$ cat src/rtl/cpu_gen2_pkg.sv
// Shared encodings for the cpu_gen2 multicycle core:
// opcodes, FSM states and instruction field positions.
package cpu_gen2_pkg;

  localparam logic [3:0] OP_MOV  = 4'h0;
  localparam logic [3:0] OP_ADD  = 4'h1;
  localparam logic [3:0] OP_SUB  = 4'h2;
  localparam logic [3:0] OP_MUL  = 4'h3;
  localparam logic [3:0] OP_DIV  = 4'h4;
  localparam logic [3:0] OP_IN   = 4'h7;
  localparam logic [3:0] OP_OUT  = 4'h8;
  localparam logic [3:0] OP_JMP  = 4'h9;
  localparam logic [3:0] OP_JZ   = 4'hA;
  localparam logic [3:0] OP_PUSH = 4'hB;
  localparam logic [3:0] OP_POP  = 4'hC;
  localparam logic [3:0] OP_STOP = 4'hF;

  localparam logic [3:0] IMM_MARKER = 4'b1000;

  localparam logic [3:0] S_FETCH    = 4'd0;
  localparam logic [3:0] S_DECODE   = 4'd1;
  localparam logic [3:0] S_OPX_IND  = 4'd2;
  localparam logic [3:0] S_OPY      = 4'd3;
  localparam logic [3:0] S_OPY_IND  = 4'd4;
  localparam logic [3:0] S_OPZ      = 4'd5;
  localparam logic [3:0] S_OPZ_IND  = 4'd6;
  localparam logic [3:0] S_EXEC     = 4'd7;
  localparam logic [3:0] S_WB_IND   = 4'd8;
  localparam logic [3:0] S_IN_WAIT  = 4'd9;
  localparam logic [3:0] S_OUT_WAIT = 4'd10;
  localparam logic [3:0] S_STACK    = 4'd11;
  localparam logic [3:0] S_STOP_SEQ = 4'd12;
  localparam logic [3:0] S_HALT     = 4'd13;

  localparam int OP_HI = 15;
  localparam int OP_LO = 12;
  localparam int X_HI  = 11;
  localparam int X_LO  = 8;
  localparam int Y_HI  = 7;
  localparam int Y_LO  = 4;
  localparam int Z_HI  = 3;
  localparam int Z_LO  = 0;
  localparam int IND_BIT = 3;

endpackage

$ cat src/rtl/cpu_gen2_alu.sv
// Combinational unsigned ADD/SUB/MUL/DIV, modulo 2**DATA_WIDTH;
// division by zero yields all-ones.
module alu_gen2
  import cpu_gen2_pkg::*;
#(
  parameter int unsigned DATA_WIDTH = 16
) (
  input  logic [3:0]            op,
  input  logic [DATA_WIDTH-1:0] a,
  input  logic [DATA_WIDTH-1:0] b,
  output logic [DATA_WIDTH-1:0] y
);

  always_comb begin
    y = '0;
    unique case (op)
      OP_ADD: y = a + b;
      OP_SUB: y = a - b;
      OP_MUL: y = a * b;
      OP_DIV: y = (b == '0) ? '1 : a / b;
      default: y = '0;
    endcase
  end

endmodule

$ cat src/rtl/cpu_gen2_reg.sv
// Plain enabled register with asynchronous reset value,
// used for PC, SP and IR.
module cpu_gen2_reg #(
  parameter int unsigned W = 8,
  parameter logic [W-1:0] RST_VAL = '0
) (
  input  logic         clk,
  input  logic         rst,
  input  logic         en,
  input  logic [W-1:0] d,
  output logic [W-1:0] q
);

  always_ff @(posedge clk or posedge rst) begin
    if (rst) begin
      q <= RST_VAL;
    end else if (en) begin
      q <= d;
    end
  end

endmodule

$ cat src/rtl/cpu_gen2.sv
// Multicycle memory-to-memory CPU with IN/OUT handshakes and stack.
// Optional stack bounds checking: define CPU_STACK_CHECK_EN.
module cpu_gen2
  import cpu_gen2_pkg::*;
#(
  parameter int unsigned ADDR_WIDTH  = 6,
  parameter int unsigned DATA_WIDTH  = 16,
  parameter int unsigned START_PC    = 8,
  parameter int unsigned STACK_TOP   = 2**ADDR_WIDTH-1,
  parameter int unsigned STACK_LIMIT = 32
) (
  input  logic                  clk,
  input  logic                  rst,
  input  logic [DATA_WIDTH-1:0] mem_in,
  output logic                  mem_we,
  output logic [ADDR_WIDTH-1:0] mem_addr,
  output logic [DATA_WIDTH-1:0] mem_data,
  input  logic [DATA_WIDTH-1:0] in,
  input  logic                  in_valid,
  output logic                  in_ready,
  output logic [DATA_WIDTH-1:0] out,
  output logic                  out_valid,
  input  logic                  out_ready,
  output logic [ADDR_WIDTH-1:0] pc,
  output logic [ADDR_WIDTH-1:0] sp,
  output logic                  halted,
  output logic                  fault
);

  localparam int AW = ADDR_WIDTH;
  localparam int DW = DATA_WIDTH;
  localparam logic [AW-1:0] PC_RST = AW'(START_PC);
  localparam logic [AW-1:0] SP_RST = AW'(STACK_TOP);

  logic [3:0]    state_q, state_d;
  logic [AW-1:0] pc_q, pc_d, sp_q, sp_d;
  logic [AW-1:0] xa_q, xa_d;
  logic [15:0]   ir_q, inst;
  logic [DW-1:0] a_q, a_d, out_q, out_d, alu_y;
  logic          out_valid_q, out_valid_d;
  logic          halted_q, halted_d;
  logic [1:0]    idx_q, idx_d;
  logic [3:0]    op, fx, fy, fz, sf;
  logic [AW-1:0] ind, xe;
  logic          uses_x, go_x, stk_fault;

  function automatic logic [AW-1:0] ext3(input logic [2:0] f);
    return AW'(f);
  endfunction

  // During DECODE the instruction is still on mem_in
  assign inst = (state_q == S_DECODE) ? mem_in[15:0] : ir_q;
  assign op   = inst[OP_HI:OP_LO];
  assign fx   = inst[X_HI:X_LO];
  assign fy   = inst[Y_HI:Y_LO];
  assign fz   = inst[Z_HI:Z_LO];
  assign ind  = mem_in[AW-1:0];
  assign xe   = (state_q == S_OPX_IND) ? ind : ext3(fx[2:0]);
  assign sf   = (idx_q == 2'd0) ? fx : (idx_q == 2'd1) ? fy : fz;

  assign uses_x = op inside {OP_MOV, OP_ADD, OP_SUB, OP_MUL,
                             OP_DIV, OP_IN, OP_OUT, OP_JZ,
                             OP_PUSH, OP_POP};

`ifdef CPU_STACK_CHECK_EN
  localparam logic [AW-1:0] SP_LIM = AW'(STACK_LIMIT);
  logic fault_q, fault_d;
  assign stk_fault = (op == OP_PUSH) ? (sp_q < SP_LIM)
                                     : (sp_q == SP_RST);
  assign fault = fault_q;
`else
  logic unused_lim;
  assign unused_lim = ^STACK_LIMIT;
  assign stk_fault = 1'b0;
  assign fault = 1'b0;
`endif

  alu_gen2 #(.DATA_WIDTH(DW)) u_alu (
    .op(op),
    .a (a_q),
    .b (mem_in),
    .y (alu_y)
  );

  cpu_gen2_reg #(.W(AW), .RST_VAL(PC_RST)) u_pc (
    .clk(clk), .rst(rst), .en(1'b1), .d(pc_d), .q(pc_q)
  );

  cpu_gen2_reg #(.W(AW), .RST_VAL(SP_RST)) u_sp (
    .clk(clk), .rst(rst), .en(1'b1), .d(sp_d), .q(sp_q)
  );

  cpu_gen2_reg #(.W(16), .RST_VAL(16'h0)) u_ir (
    .clk(clk), .rst(rst), .en(state_q == S_DECODE),
    .d(mem_in[15:0]), .q(ir_q)
  );

  always_comb begin
    state_d     = state_q;
    pc_d        = pc_q;
    sp_d        = sp_q;
    xa_d        = xa_q;
    a_d         = a_q;
    out_d       = out_q;
    out_valid_d = out_valid_q;
    halted_d    = halted_q;
    idx_d       = idx_q;
    go_x        = 1'b0;
    mem_we      = 1'b0;
    mem_addr    = '0;
    mem_data    = '0;
`ifdef CPU_STACK_CHECK_EN
    fault_d = fault_q;
`endif
    unique case (state_q)
      S_FETCH: begin
        mem_addr = pc_q;
        pc_d     = pc_q + 1'b1;
        state_d  = S_DECODE;
      end
      S_DECODE: begin
        state_d = S_FETCH;
        if (uses_x && fx[IND_BIT]) begin
          mem_addr = ext3(fx[2:0]);
          state_d  = S_OPX_IND;
        end else if (uses_x) begin
          go_x = 1'b1;
        end else if (op == OP_JMP) begin
          mem_addr = pc_q;
          state_d  = S_EXEC;
        end else if (op == OP_STOP) begin
          idx_d   = 2'd0;
          state_d = S_STOP_SEQ;
        end
      end
      S_OPX_IND: begin
        if (op == OP_STOP) begin
          mem_addr = ind;
          state_d  = S_EXEC;
        end else begin
          go_x = 1'b1;
        end
      end
      S_OPY_IND: begin
        mem_addr = ind;
        state_d  = (op == OP_MOV) ? S_EXEC : S_OPZ;
      end
      S_OPY: begin
        a_d      = mem_in;
        mem_addr = pc_q;
        pc_d     = pc_q + 1'b1;
        state_d  = S_EXEC;
      end
      S_OPZ: begin
        a_d      = mem_in;
        mem_addr = ext3(fz[2:0]);
        state_d  = fz[IND_BIT] ? S_OPZ_IND : S_EXEC;
      end
      S_OPZ_IND: begin
        mem_addr = ind;
        state_d  = S_EXEC;
      end
      S_EXEC: begin
        state_d = S_FETCH;
        unique case (op)
          OP_MOV: begin
            mem_we   = 1'b1;
            mem_addr = xa_q;
            mem_data = mem_in;
          end
          OP_ADD, OP_SUB, OP_MUL, OP_DIV: begin
            mem_we   = 1'b1;
            mem_addr = xa_q;
            mem_data = alu_y;
          end
          OP_OUT, OP_STOP: begin
            out_d       = mem_in;
            out_valid_d = 1'b1;
            state_d     = S_OUT_WAIT;
          end
          OP_JMP: pc_d = ind;
          OP_JZ: if (a_q == '0) pc_d = ind;
          default: ;
        endcase
      end
      S_WB_IND: begin
        mem_we   = 1'b1;
        mem_addr = xa_q;
        mem_data = mem_in;
        state_d  = S_FETCH;
      end
      S_IN_WAIT: begin
        if (in_valid) begin
          mem_we   = 1'b1;
          mem_addr = xa_q;
          mem_data = in;
          state_d  = S_FETCH;
        end
      end
      S_OUT_WAIT: begin
        if (out_ready) begin
          out_valid_d = 1'b0;
          if (op == OP_STOP) begin
            idx_d   = idx_q + 1'b1;
            state_d = S_STOP_SEQ;
          end else begin
            state_d = S_FETCH;
          end
        end
      end
      S_STACK: begin
        if (stk_fault) begin
          halted_d = 1'b1;
          state_d  = S_HALT;
        end else if (op == OP_PUSH) begin
          mem_we   = 1'b1;
          mem_addr = sp_q;
          mem_data = mem_in;
          sp_d     = sp_q - 1'b1;
          state_d  = S_FETCH;
        end else begin
          mem_addr = sp_q + 1'b1;
          sp_d     = sp_q + 1'b1;
          state_d  = S_WB_IND;
        end
      end
      S_STOP_SEQ: begin
        if (idx_q == 2'd3) begin
          halted_d = 1'b1;
          state_d  = S_HALT;
        end else if (sf == 4'b0000) begin
          idx_d = idx_q + 1'b1;
        end else begin
          mem_addr = ext3(sf[2:0]);
          state_d  = sf[IND_BIT] ? S_OPX_IND : S_EXEC;
        end
      end
      S_HALT: ;
      default: state_d = S_FETCH;
    endcase

    // Work that follows once the X operand address is resolved
    if (go_x) begin
      xa_d = xe;
      if (op == OP_MOV && fz == IMM_MARKER) begin
        mem_addr = pc_q;
        pc_d     = pc_q + 1'b1;
        state_d  = S_EXEC;
      end else if (op inside {OP_MOV, OP_ADD, OP_SUB,
                              OP_MUL, OP_DIV}) begin
        mem_addr = ext3(fy[2:0]);
        if (fy[IND_BIT]) state_d = S_OPY_IND;
        else if (op == OP_MOV) state_d = S_EXEC;
        else state_d = S_OPZ;
      end else if (op == OP_IN) begin
        state_d = S_IN_WAIT;
      end else if (op == OP_OUT) begin
        mem_addr = xe;
        state_d  = S_EXEC;
      end else if (op == OP_JZ) begin
        mem_addr = xe;
        state_d  = S_OPY;
      end else if (op == OP_PUSH) begin
        mem_addr = xe;
        state_d  = S_STACK;
      end else begin
        state_d = S_STACK;
      end
    end

`ifdef CPU_STACK_CHECK_EN
    if (state_q == S_STACK && stk_fault) fault_d = 1'b1;
`endif
  end

  always_ff @(posedge clk or posedge rst) begin
    if (rst) begin
      state_q     <= S_FETCH;
      xa_q        <= '0;
      a_q         <= '0;
      out_q       <= '0;
      out_valid_q <= 1'b0;
      halted_q    <= 1'b0;
      idx_q       <= '0;
    end else begin
      state_q     <= state_d;
      xa_q        <= xa_d;
      a_q         <= a_d;
      out_q       <= out_d;
      out_valid_q <= out_valid_d;
      halted_q    <= halted_d;
      idx_q       <= idx_d;
    end
  end

`ifdef CPU_STACK_CHECK_EN
  always_ff @(posedge clk or posedge rst) begin
    if (rst) fault_q <= 1'b0;
    else     fault_q <= fault_d;
  end
`endif

  assign pc        = pc_q;
  assign sp        = sp_q;
  assign out       = out_q;
  assign out_valid = out_valid_q;
  assign in_ready  = (state_q == S_IN_WAIT);
  assign halted    = halted_q;

endmodule

$ cat config.mk
export PLATFORM = sky130hd
export DESIGN_NAME = cpu_gen2
export DESIGN_NICKNAME = d
export VERILOG_FILES = /design/src/rtl/cpu_gen2_pkg.sv /design/src/rtl/cpu_gen2_alu.sv /design/src/rtl/cpu_gen2_reg.sv /design/src/rtl/cpu_gen2.sv
export SDC_FILE = /design/constraint.sdc
export NUM_CORES = 1
export LEC_CHECK = 0
export CAP_MARGIN = 20
export CORE_MARGIN = 4
export CORE_UTILIZATION = 43
export CTS_BUF_LIST = sky130_fd_sc_hd__clkbuf_4 sky130_fd_sc_hd__clkbuf_8
export DETAILED_ROUTE_END_ITERATION = 16
export PLACE_DENSITY = 0.6
export REMOVE_ABC_BUFFERS = 1
export SLEW_MARGIN = 20
export SYNTH_ARGS = -nofsm -noshare
export SYNTH_HDL_FRONTEND = slang
export SYNTH_SLANG_ARGS = --single-unit
$ cat constraint.sdc
create_clock -name clk -period 43.6 [get_ports clk]
set_input_delay 4.36 -clock clk [delete_from_list [all_inputs] [get_ports clk]]
set_output_delay 4.36 -clock clk [all_outputs]
set_load 0.02 [all_outputs]
==> results.md, run 1 <==
- Outcome: completed
- CP Data Arrival Time: 35.61 ns
- MaxCap Viol Count: 0
- Max Freq: 25.0 MHz
- # IOs: 91
- Post-synth EDFFs: 0
- Core area: 37800 sq um
- Drc violations: 0
- Slowest CP cell: a211oi_2
- Clock skew: 0.0168 ns
- Layout Nets: 2518
- Crit path time final: 39.97 ns
- Tightest Pin Transition: 1.06 ns
- CTS Buf Count: 9
- Post-synthesis sequential area ratio: 11.3%
- Reg area: 1860 sq um
- Share of the synthesized area in the top cell type: 16.1%
- Max-Slew Margin vs Limit: 29.0%
- Initial antenna violation count: 0
- Row count: 71
- Min setup slack post-route: 3.63 ns
- Post-Route WL: 61300 microns
- Hold_buf cts: 0
- Synth area leaders: ha_1 (16%), dfrtp_1 (10%), fa_1 (9.8%)
- Clock root cell: clkbuf_8
- Synthesized area: 16500 sq um
- Max-slew violation count: 0
- DPL Wire Length: 45500 microns
- Vias: 16600
- Worst-case clock buffer depth: 2
- Async set or reset register ratio after synthesis: 100%
- Antenna Cells: 0
- GRT Residual Overflow: 0
- Crit. End Element: primary output
- Port Buffer Count: 89
- Final Hold Fails: 0
- Share of cells above drive strength 1: 8.30%
- Clock Sink Count: 74
- Die Footprint: 41700 sq um
- Die X: 204 microns
- Resize count post-CTS: 0
- Drt pass-1 iters: 6
- Setup TNS: 0 ns
- Dpl ws: 4.08 ns
- Largest fanout on the critical path: 21
- Syn_area_per_cell: 7.74 sq um
- Vias/cell: 6.15
- Unrepaired setup endpoints after global routing: no
- Fin util: 48.4%
- Worst Path Required: 39.24 ns
- Final Cycle Share: 91.7%
- Distinct cells, synth: 95
- Starting Density: 43.8%
- WL per Instance: 22.7 microns
- Final setup fails: 0
- Synth warnings: 0
- Cell mode on critical path: ha_1
- Number of synthesized register bits: 74
- CTS tree: built
- Footprint of the multi-input gates: 13600 sq um
- Setup CP Type: in2out
- Pin count of the biggest net entering global routing: 75
- Number of DRC markers in iteration 0: 1474
- Die Height: 204 microns
- First-pass GRT wire length: 94300 microns
- Worst Hold Class: reg2reg
- GRT Total Usage: 28.7%
- Setup repair bufs after CTS: 0
- Placer congestion estimate: 0.936
- Vias in the first global route: 16200
- Yosys top cell by area: ha_1
- Cell count after synthesis: 2135
- Clock Pin Slew Worst Setup and Hold Paths: 0.09 ns
- Worst path max stage delay: 0.87 ns
- Worst setup SP type: input port
- DRT antenna net count: 0
- Fillers: 3766
- Primary FF master, synth: dfrtp_1
- H-tree depth: 3
- Clock Latency Late Sink: 0.37 ns
- Synthesis-to-finish area growth: 10.4%
-- registers in the layout (all words and copies together), names as in the netlist --
| name | cells |
|---|---|
| a_q | 16 |
| out | 16 |
| u_ir.q | 16 |
| u_pc.q | 6 |
| u_sp.q | 6 |
| xa_q | 6 |
| state_q | 4 |
| idx_q | 2 |
| halted | 1 |
| out_valid | 1 |
-- Yosys cell counts, drive strengths merged, types with 21 or more instances --
library cell / count
fa: 81
or2: 23
o21ai: 127
o21a: 36
dfrtp: 67
nand2: 235
xnor2: 93
nor3: 66
clkbuf: 79
mux2i: 24
inv: 183
a211oi: 21
mux2: 52
ha: 213
nand3: 43
and2: 38
nand2b: 21
a21o: 53
nor2: 164
xor2: 53
a21oi: 129
-- worst max-delay path: cells and delay by family --
kind / cells / cell delay [ns]
simple gates: 25 / 6.05
fa+ha+maj: 15 / 4.63
buf+inv: 10 / 2.51
mux: 6 / 2.03
compound gates: 57 / 15.97
-- cell families after synthesis --
logic type	synth area share (%)
AOI/OAI and AO/OA	23.1
xor gates and xnor gates	7.73
adders and majority gates	25.9
buffers and inverters	6.57
DFF	11.3
muxes	4.99
other	0.0227
and+or+nand+nor	20.4
-- cells in the final DEF (no fill, tap or decap), types with 12 or more instances in the layout --
cell type | synthesis | routed
o31ai_1 | 16 | 16
or2_2 | 22 | 22
clkdlybuf4s50_1 | 0 | 89
xor2_1 | 53 | 53
o211ai_1 | 20 | 20
a21oi_1 | 128 | 127
mux2i_1 | 24 | 24
o21a_1 | 35 | 35
fa_1 | 81 | 81
a22oi_1 | 17 | 17
nand3_1 | 43 | 43
xnor2_1 | 93 | 93
nand2_1 | 233 | 233
a21o_1 | 53 | 53
buf_4 | 2 | 47
inv_1 | 180 | 179
nand2b_1 | 21 | 21
ha_1 | 213 | 213
nand4_1 | 20 | 20
nor2_1 | 163 | 163
nor3_1 | 62 | 62
o21ai_0 | 123 | 123
or3_1 | 19 | 19
a31oi_1 | 18 | 18
nor2b_1 | 15 | 15
a222oi_1 | 13 | 13
and3_1 | 12 | 12
a211oi_1 | 20 | 20
mux2_2 | 52 | 52
and2_1 | 38 | 38
dfrtp_1 | 67 | 67
-- layer usage --
| metal | vias to the layer above | track usage, % | wire (microns) |
|---|---|---|---|
| li1 | 7707 | - | - |
| met2 | 771 | 46.8 | 27500 |
| met3 | 159 | 3.82 | 5060 |
| met1 | 7985 | 39.2 | 26100 |
| met5 | - | 0 | 0 |
| met4 | 0 | 10.4 | 2630 |
-- path summary, 6_finish.rpt --
check	start	endpoint	slack, ns	depth (start not counted)
max	mem_in[5]	mem_data[0]	3.63	113
min	halted$_DFFE_PP0P_	halted$_DFFE_PP0P_	0.48	1
max reg2reg	state_q[0]$_DFFE_PP0P_	u_pc.q[0]$_DFF_PP0_	39.21	11
min reg2reg	halted$_DFFE_PP0P_	halted$_DFFE_PP0P_	0.48	1
max in group asynchronous	rst	u_pc.q[5]$_DFF_PP0_	38.34	3
min in group asynchronous	rst	idx_q[0]$_DFFE_PP0P_	4.59	3
-- stage by stage --
stage	cell area (sq um)	instances	hold slack, ns
3_3_place_gp	18000	2688	0.458
3_5_place_dp	18000	2688	0.451
4_1_cts	18300	2704	0.485
2_1_floorplan	16200	2041	0.447
5_1_grt	18300	2704	0.509
6_report	18300	2704	0.479
-- layout make-up --
cell class | count | area share (%)
multi-input combinational | 1779 | 74.5
sequential | 74 | 10.2
timing repair buffer | 136 | 6.81
inverter | 188 | 3.87
tap | 511 | 3.50
clock buffer | 9 | 0.679
clock inverter | 7 | 0.459
Power of run 1 is not shown: default switching activity piles up to over one toggle a cycle in this logic, so the estimate is an artifact.
==> inputs of run 2 (changes only) <==
--- a/config.mk
+++ b/config.mk
@@ -10,7 +10,7 @@
 export CORE_UTILIZATION = 43
 export CTS_BUF_LIST = sky130_fd_sc_hd__clkbuf_4 sky130_fd_sc_hd__clkbuf_8
 export DETAILED_ROUTE_END_ITERATION = 16
-export PLACE_DENSITY = 0.6
+export PLACE_DENSITY = 0.62
 export REMOVE_ABC_BUFFERS = 1
 export SLEW_MARGIN = 20
 export SYNTH_ARGS = -nofsm -noshare
==> constraint.sdc (replaced) <==
create_clock -name clk -period 34.2 [get_ports clk]
set_input_delay 3.42 -clock clk [delete_from_list [all_inputs] [get_ports clk]]
set_output_delay 3.42 -clock clk [all_outputs]
set_load 0.02 [all_outputs]
==> run 2 against run 1 <==
Sequential share of layout area is 0.46 points lower; non-clock buffer count rose by 61; clock skew increased by 0.0032 ns; register-to-register slack lost 9.3 ns; clock-buffer cell count is the same.
==> results.md, run 2 (synthesis results as in run 1) <==
- Initial antenna violation count: 1 (+1)
- Share of cells above drive strength 1: 13.1% (+4.8 points)
- Row count: 71 (unchanged)
- WL per Instance: 22.4 microns (-1.5%)
- Clock skew: 0.0200 ns (+0.00322 ns)
- Clock Sink Count: 74 (unchanged)
- Worst Hold Class: reg2reg
- Worst Path Required: 30.78 ns (-8.46 ns)
- Most common cell after layout, fill and taps aside: nand2_1
- Drc violations: 0 (unchanged)
- DRT antenna net count: 0 (unchanged)
- Die Footprint: 41700 sq um (unchanged)
- Core area: 37800 sq um (unchanged)
- Final Cycle Share: 95.7%
- Crit. End Element: primary output
- First-pass GRT wire length: 95300 microns (+1.0%)
- Starting Density: 43.8% (unchanged)
- Clock root cell: clkbuf_8
- Synthesis-to-finish area growth: 15.6%
- Vias in the first global route: 16700 (+3.3%)
- H-tree depth: 3 (unchanged)
- Die X: 204 microns (unchanged)
- Die Height: 204 microns (unchanged)
- Worst-case clock buffer depth: 2 (unchanged)
- GRT Total Usage: 28.9% (+0.15 points)
- Drt pass-1 iters: 7 (+1)
- GRT Residual Overflow: 0 (unchanged)
- Setup CP Type: in2out
- Port Buffer Count: 89 (unchanged)
- Tightest Pin Transition: 0.982 ns (-0.0814 ns)
- Clock Latency Late Sink: 0.39 ns (+0.02 ns)
- Hold_buf cts: 0 (unchanged)
- Final setup fails: 0 (unchanged)
- Cells after DPL: 2726 (+1.4%)
- Pin count of the biggest net entering global routing: 75 (unchanged)
- Setup TNS: 0 ns (unchanged)
- Post-Route WL: 61800 microns (+0.77%)
- Max-Slew Margin vs Limit: 34.5% (+5.5 points)
- Layout Nets: 2579 (+2.4%)
- Worst setup SP type: input port
- CP Data Arrival Time: 29.33 ns (-6.28 ns)
- MaxCap Viol Count: 0 (unchanged)
- Antenna Cells: 0 (unchanged)
- DPL Wire Length: 46700 microns (+2.6%)
- Final Hold Fails: 0 (unchanged)
- CTS Buf Count: 9 (unchanged)
- Slowest CP cell: or4_1
- Clock Pin Slew Worst Setup and Hold Paths: 0.08 ns (about the same)
- Most frequent cells in the layout: nand2_1 (229), ha_1 (211), inv_1 (179)
- CTS tree: built
- Number of DRC markers in iteration 0: 1392 (-5.6%)
- Max Freq: 30.5 MHz
- Largest fanout on the critical path: 15 (-29%)
- Fin cells: 2765 (+2.3%)
- # IOs: 91 (unchanged)
- Outcome: completed
- Max-slew violation count: 0 (unchanged)
- Crit path time final: 32.75 ns
- Vias: 16900 (+1.5%)
- Vias/cell: 6.10 (-0.75%)
- Worst path max stage delay: 0.56 ns (-0.31 ns)
- Placer congestion estimate: 0.971 (+3.8%)
- Cell mode on critical path: ha_1
run 2: cell count changes in the layout (fill, tap and decap cells not counted), moves of 3 or more:
cell,change
a21oi_2,+5
o21ai_1,+8
nor3_1,-6
nor3_2,+6
nor4b_1,-3
nand2_1,-4
a21oi_1,-7
nor4b_2,+3
nand2_2,+4
o21ai_0,-9
nor4_4,+3
buf_4,+55
buf_6,+3
run 2: worst max-delay path, delay by kind of cell:
kind,cells,cell delay (ns)
simple gates,35,6.46
buf+inv,13,2.53
mux,3,1.00
fa+ha+maj,15,4.56
compound gates,54,11.31
run 2: per-stage QoR:
stage	worst slack [ns]	util, %	hold slack [ns]	instance area, sq um
after floorplan	0.524	-	0.447	16200
after global placement	-0.267	48.6	0.468	18300
after detailed placement	-0.681	48.6	0.455	18300
after CTS	0.0468	49.4	0.488	18600
after global routing	-0.0943	50.6	0.510	19100
final	1.45	50.6	0.489	19100
run 2: per-layer routing:
metal / track usage [%] / up-vias / share of wire, %
met1: 38.5 / 8136 / 42
met4: 10.9 / 0 / 4.0
li1: - / 7826 / -
met5: 0 / - / 0
met3: 4.01 / 152 / 8.2
met2: 47.8 / 755 / 46
run 2: worst paths after layout:
| check | start | endpoint | slack (ns) | cells after the start |
|---|---|---|---|---|
| setup / recovery | mem_in[14] | mem_data[0] | 1.45 | 120 |
| hold / removal | halted$_DFFE_PP0P_ | halted$_DFFE_PP0P_ | 0.49 | 1 |
| min in group asynchronous | rst | out[1]$_DFFE_PP0P_ | 3.65 | 3 |
| hold reg to reg | halted$_DFFE_PP0P_ | halted$_DFFE_PP0P_ | 0.49 | 1 |
| max in group asynchronous | rst | xa_q[4]$_DFFE_PP0P_ | 29.90 | 3 |
| setup reg to reg | state_q[0]$_DFFE_PP0P_ | u_pc.q[0]$_DFF_PP0_ | 29.87 | 10 |
run 2: cell type report:
type | count | area (sq um)
clock buffers | 9 | 124
clock inverters | 7 | 100
fillers | 3649 | 18600
inverters | 188 | 711
multi-input cells | 1779 | 14000
flip-flops and latches | 74 | 1860
well taps | 511 | 639
repair buffers | 197 | 1720
run 2: what timing repair did:
item	4_1_cts	5_1_grt
gates resized for setup	11	72
pin swaps	2	19
setup endpoints to repair	1	2
gates cloned	0	3
hold endpoints to repair	0	0
buffers inserted	4	16
Power of run 2 is left out for the same reason.
